File: config.mk
export PLATFORM = sky130hd
export DESIGN_NAME = fetch_buffer
export DESIGN_NICKNAME = d
export VERILOG_FILES = /design/src/rtl/fetch_buffer.sv
export SDC_FILE = /design/constraint.sdc
export NUM_CORES = 2
export LEC_CHECK = 0
export ABC_CLOCK_PERIOD_IN_PS = 16600
export BUFFER_PORTS_ARGS = -buffer_cell sky130_fd_sc_hd__buf_2
export CAP_MARGIN = 0
export CORE_MARGIN = 2
export CORE_UTILIZATION = 45
export DETAILED_ROUTE_END_ITERATION = 16
export PLACE_DENSITY = 0.66
export SLEW_MARGIN = 25
export SYNTH_ARGS = -nofsm -noshare
export SYNTH_HDL_FRONTEND = slang
export SYNTH_SLANG_ARGS = --single-unit
export TNS_END_PERCENT = 20
File: constraint.sdc
create_clock -name clock -period 16.6 [get_ports clock]
set_input_delay 0 -clock clock [delete_from_list [all_inputs] [get_ports clock]]
set_output_delay 0 -clock clock [all_outputs]
set_load 0.01 [all_outputs]
File: src/rtl/fetch_buffer.sv
// fetch_buffer: circular instruction queue between fetch and the 2-wide decoder.
// Entries leave in program order, always as whole pairs; rollback flushes all.
module fetch_buffer #(
   parameter int DEPTH     = 8,
   parameter int NUM_SUPER = 2
) (
   input  logic                       clock,
   input  logic                       reset,
   input  logic [NUM_SUPER-1:0]       if_valid,
   input  logic [NUM_SUPER-1:0][31:0] if_inst,
   input  logic [NUM_SUPER-1:0][63:0] if_PC,
   input  logic [NUM_SUPER-1:0][63:0] if_NPC,
   input  logic [NUM_SUPER-1:0][63:0] if_target,
   input  logic                       dispatch_en,
   input  logic                       rollback_en,
   output logic                       fb_ready,
   output logic                       fb_valid,
   output logic [NUM_SUPER-1:0][31:0] fb_inst,
   output logic [NUM_SUPER-1:0][63:0] fb_PC,
   output logic [NUM_SUPER-1:0][63:0] fb_NPC,
   output logic [NUM_SUPER-1:0][63:0] fb_target,
   output logic [$clog2(DEPTH):0]     fb_count
);

   localparam int AW = $clog2(DEPTH);
   localparam int CW = AW + 1;
   localparam logic [31:0] NOOP = 32'h47ff041f;

   typedef struct packed {
      logic [31:0] inst;
      logic [63:0] pc;
      logic [63:0] npc;
      logic [63:0] target;
   } entry_t;

   entry_t          mem [DEPTH];
   logic [AW-1:0]   head;
   logic [AW-1:0]   tail;
   logic [AW-1:0]   tail1;
   logic [CW-1:0]   count;
   logic            push_ok;
   logic            push_one;
   logic            push_two;
   logic            pop;
   logic [1:0]      n_push;
   logic [1:0]      n_pop;

   assign fb_count = count;
   assign fb_ready = (count <= CW'(DEPTH - 2));
   assign fb_valid = (count >= CW'(2)) && !rollback_en && reset;

   assign push_ok  = fb_ready && !rollback_en;
   assign push_one = push_ok && (if_valid == 2'b01);
   assign push_two = push_ok && (if_valid == 2'b11);
   assign pop      = dispatch_en && fb_valid;

   assign tail1  = tail + AW'(1);
   assign n_push = push_two ? 2'd2 : (push_one ? 2'd1 : 2'd0);
   assign n_pop  = pop ? 2'd2 : 2'd0;

   always_comb begin
      for (int i = 0; i < NUM_SUPER; i++) begin
         fb_inst[i]   = NOOP;
         fb_PC[i]     = '0;
         fb_NPC[i]    = '0;
         fb_target[i] = '0;
         if (fb_valid) begin
            fb_inst[i]   = mem[head + AW'(i)].inst;
            fb_PC[i]     = mem[head + AW'(i)].pc;
            fb_NPC[i]    = mem[head + AW'(i)].npc;
            fb_target[i] = mem[head + AW'(i)].target;
         end
      end
   end

   always_ff @(posedge clock) begin
      if (!reset) begin
         head  <= '0;
         tail  <= '0;
         count <= '0;
      end else if (rollback_en) begin
         head  <= '0;
         tail  <= '0;
         count <= '0;
      end else begin
         head  <= head + AW'(n_pop);
         tail  <= tail + AW'(n_push);
         count <= count + CW'(n_push) - CW'(n_pop);
      end
   end

   // payload array is never reset; only slots covered by count are observable
   always_ff @(posedge clock) begin
      if (reset && (push_one || push_two))
         mem[tail] <= '{if_inst[0], if_PC[0], if_NPC[0], if_target[0]};
      if (reset && push_two)
         mem[tail1] <= '{if_inst[1], if_PC[1], if_NPC[1], if_target[1]};
   end

endmodule

After elaboration in Yosys (flattened, before gate mapping). Memories as Yosys holds them, arrays and structs flattened. A register that Yosys moved wholly into a read port is not among the register bits. Index checks and enable logic that the tools add are counted.

Register bits: 10. Memory bits (writable): 1792. Memories kept: 1. Output and inout port bits: 454. Word-level logic and storage cells: 42.

Memories: mem (words 8, bits a word 224, read ports 2, clocked after Yosys merged registers in 1, write ports 2, line 36) `entry_t mem [DEPTH];`.

Mux-type cells: 16. Reduce and logical (&&, ||, !) cells: 11. Equality and inequality tests: 2. $lt $le $gt $ge: 2. Bitwise logic cells: 1. Add/sub/neg operators: 6.

Operators by type and width (count): 2-to-1 mux 64 bit (6); 2-to-1 mux 32 bit (2); logical AND 1 bit (8); adder 3 x 1 -> 3 bit, second input constant (2); adder 3 x 2 -> 3 bit (2); 2-to-1 mux 1 bit (5); adder 4 x 2 -> 4 bit (1); >= comparator 4 x 2 -> 1 bit, second input constant (1); less-or-equal comparator 4 x 3 -> 1 bit, second input constant (1); 2-to-1 mux 2 bit (2); subtractor 4 x 2 -> 4 bit (1); 2-to-1 mux 3 bit (1); equality test 2 x 1 -> 1 bit, second input constant (1); equality test 2 bit, second input constant (1); OR reduction 2 bit (1); logical NOT 1 bit (1); logical OR 1 bit (1); inverter 1 bit (1).

Longest topological paths before layout.
Depth after elaboration: 7. Gate-level depth with buffers: 12. Mapped depth without buffers: 11.

Least setup slack after synthesis. No wires, ideal clock.

Kind: register to register. Start: register count[3] (netlist: fb_count[3]). End: memory mem[5][0] (netlist name), enable pin. Stages on the path, launching flop included: 7. Required time: 15717 ps. Period minus slack after synthesis: 12998 ps. Arrival: 12115 ps. Path buffers: 1. Path slack: 3602 ps. Setup time: 883 ps. Path through: dfxtp_1 -> inv_1 -> ha_1 -> nand2_1 -> a31oi_4 -> clkbuf_1 -> a21oi_1.

RTL lines: start: declaration (line 40) `logic [CW-1:0] count;`; start signal: assignment (line 88) `count <= count + CW'(n_push) - CW'(n_pop);`; end: declaration (line 36).

==> results.txt <==
The flow ran to the end, and the final reports show no timing, DRC or antenna violations. In this run the static leakage power is 0.0377 µW. The run gives 148 mm as the placed wire-length estimate after detailed placement. Entering global routing, the biggest net connects 201 pins. Using the TritonRoute via totals, the vias-per-cell ratio works out to 5.84. The region available for standard cell placement spans 0.198 mm².

STA puts the critical path data required time at 16.60 ns. Timing analysis after detailed placement gives a worst setup slack of 11.29 ns. The run gives 0.203 mm² as the die outline area.

Ranked by total cell area, the synthesized netlist is headed by sky130_fd_sc_hd__edfxtp_1 60%, sky130_fd_sc_hd__mux2_2 18%, sky130_fd_sc_hd__mux4_2 11%. In this run the core area contains 163 standard-cell rows. Sorting the synthesized cells by how often they occur yields 1792 x sky130_fd_sc_hd__edfxtp_1, 1426 x sky130_fd_sc_hd__mux2_2, 448 x sky130_fd_sc_hd__mux4_2. Setup TNS after final layout: 0 ns. The die is 450 µm tall.

The number of top-level pins is 908, and the mean area per synthesized cell is 18.2 µm². For the worst-skew pair, the clock arrives at the later sink with an insertion delay of 0.87 ns. During placement, the flow inserted port buffers numbering 907.

CTS placed an instance of sky130_fd_sc_hd__clkbuf_16 at the clock tree root. For the total congestion overflow, the log shows 0. The worst path in the final design needs a cycle of 5.94 ns, including I/O delays and setup. From synthesis to final layout, the design area changed by 23.1%. TritonCTS built the clock tree. In the finished design, the share of the clock period the worst path needs comes to 35.8%. STA classifies the critical path endpoint as a primary output. The count of pins over their slew limit is 0.

The register bit total from synthesis came out at 1801. Max-cap violations in this run came to 0. Across all setup checks in the final design, the least slack found is 10.66 ns.

At the worst endpoint, the arrival time is 5.94 ns. The die width was 450 µm. The post-synth design cell area is 0.0896 mm².

The instance area at placement is 0.0965 mm², and the number of gates resized after CTS is 0. The run gives 3 as the number of buffers between clock root and the deepest sink. The worst setup path is of the flop to primary output kind. The run gives 0.0368 ns as the final clock skew. Setup repair after global routing left no endpoint under its margin. The share of synthesized area in the top cell type comes to 60.0%.

The count of flip-flops with a built-in enable after synthesis was 1792. Buffers inserted during clock tree synthesis total 197. The number of buffers added for setup after CTS was 0; the number of iterations in the first detailed-routing pass was 9. The wire length of the first global-routing pass is 394 mm, and the largest fanout of any net on the critical path is 45.

Buffers inserted to repair hold after CTS numbered 728. The tools report the sequential area share after synthesis as 60.2%. Summing all non-filler instances in the final layout gives an area of 0.110 mm². At the pin with the least slew margin, the transition time is 1.31 ns. Number of endpoints with negative hold slack in the final report: 0.

Power comes to 10200 µW. The all-layer global routing usage is 26.1%, and the routability congestion estimate from global placement is 0.810. The fraction of layout cells with a size suffix above 1 was 47.4%. The count of unique library cells instantiated by Yosys was 36. Number of global-route vias before repair: 57600.

For the count of synthesis-stage warnings from yosys, the log shows 0. Setup violations remaining at the end of the flow were counted as 0. Overall via count from detail_route: 54500. Of all flip-flops after synthesis, the portion carrying an async set or reset was 0%. After the last flow step, the layout net total stands at 6950. VDD sags by at most 0.0912 mV.

In this run the tightest slew margin relative to its limit is 12.7%. The cell count of the worst hold path was 3. The number of cells on the worst reg-to-reg path is 10. The worst min-delay path class was input pin to flop.

The synthesized instance count is 4917, and the number of clock sinks seen by CTS is 1801. sky130_fd_sc_hd__edfxtp_1 takes more of the synthesized area than any other cell. The logs give 168 MHz for the maximum clock frequency and 5381 for the net count after synthesis. The detail-routed net length per standard cell was 28.8 µm; the number of nets with antenna violations after detailed routing was 0. For this configuration, the core starts out at a cell density of 45.4%. The first routing iteration left 4641 violations. Total detailed-routing wirelength: 269 mm. Yosys instantiated no cell more often than sky130_fd_sc_hd__edfxtp_1.

The clock-pin slew reported for the worst setup and hold paths after clock tree synthesis came out at 0.06 ns. The initial antenna violation count was 57. The H-tree was split into 4 levels. STA classifies the critical path startpoint as a flop.

Power per cell area: 92.7 mW/mm². The run gives 0 as the total DRC errors in the routed layout. The primary flip-flop cell chosen by synthesis mapping was sky130_fd_sc_hd__edfxtp_1.
==> sequential cells by signal, summed over array words and instances, names as in the netlist <==
name / count
head: 2
fb_count: 4
tail: 3
mem: 1792
==> metrics by stage <==
step / hold slack [ns] / util (%) / std cells
floorplan: 0.201 / - / 4917
global placement: 0.376 / 48.8 / 8194
detailed placement: 0.383 / 48.8 / 8194
CTS: 0.000126 / 55.7 / 9287
global route: 0.0513 / 55.8 / 9322
finish: 0.0857 / 55.8 / 9327
==> metal layers <==
metal,wire length (µm),global-route usage [%],vias to the layer above
li1,-,-,23100
met1,109000,34.7,28800
met2,130000,42.3,2120
met3,18900,4.66,465
met4,11300,11.3,34
met5,205,0,-
==> power by group <==
part           switching [µW]  total [µW]  leakage (µW)  internal, µW
sequential               11.4        5060        0.0162          5050
clock                    1900        4340       0.00308          2440
combinational             400         819        0.0184           418
total                    2310       10200        0.0377          7910
==> path summary, 6_finish.rpt <==
check	slack (ns)	from	to
max reg2reg	11.71	fb_count[3]$_SDFF_PP0_	mem[6][138]$_DFFE_PP_
min	0.09	if_PC[56]	mem[5][184]$_DFFE_PP_
min reg2reg	0.72	fb_count[0]$_SDFF_PP0_	fb_count[0]$_SDFF_PP0_
max	10.66	head[1]$_SDFF_PP0_	fb_target[49]
==> worst max-delay path: stages, from the launching register on <==
cell and delay (ns):
sky130_fd_sc_hd__dfxtp_4 0.89, sky130_fd_sc_hd__buf_6 0.61, sky130_fd_sc_hd__buf_4 0.85, sky130_fd_sc_hd__buf_4 0.80, sky130_fd_sc_hd__buf_4 0.72, sky130_fd_sc_hd__mux4_2 0.58, sky130_fd_sc_hd__and2_1 0.23, sky130_fd_sc_hd__buf_2 0.16
==> layout make-up <==
| type | count | area (µm²) |
|---|---|---|
| Fill cell | 15500 | 87300 |
| Sequential cell | 1801 | 54000 |
| Multi-Input combinational cell | 2762 | 33800 |
| Timing Repair Buffer | 1715 | 12800 |
| Clock buffer | 240 | 5130 |
| Tap cell | 2640 | 3300 |
| Clock inverter | 125 | 1210 |
| Antenna cell | 35 | 87.6 |
| Inverter | 9 | 33.8 |
==> cell families after synthesis <==
kind of cell	share of synthesized area, %
and+or+nand+nor	3.48
adders and majority gates	0.156
muxes	33.8
AOI/OAI and AO/OA	0.105
buffers and inverters	2.14
DFF	60.2
xor gates and xnor gates	0.101
==> placed cells by master (no fill, tap or decap), drive strengths merged, types with 2 or more instances in the layout <==
| master | instances |
|---|---|
| edfxtp | 1792 |
| mux2 | 1792 |
| buf | 987 |
| dlygate4sd3 | 728 |
| mux4 | 448 |
| and2 | 417 |
| clkbuf | 240 |
| clkinv | 101 |
| nand2b | 37 |
| diode | 35 |
| nor2 | 16 |
| bufinv | 15 |
| inv | 12 |
| dfxtp | 9 |
| ha | 8 |
| nand2 | 6 |
| clkinvlp | 6 |
| nand4 | 6 |
| nor3 | 5 |
| a32oi | 4 |
| a21oi | 3 |
| xor2 | 3 |
| xnor2 | 3 |
| and4b | 2 |
| and2b | 2 |
| a22oi | 2 |
| fa | 2 |
Note: power is estimated with default switching activity, not from simulation.
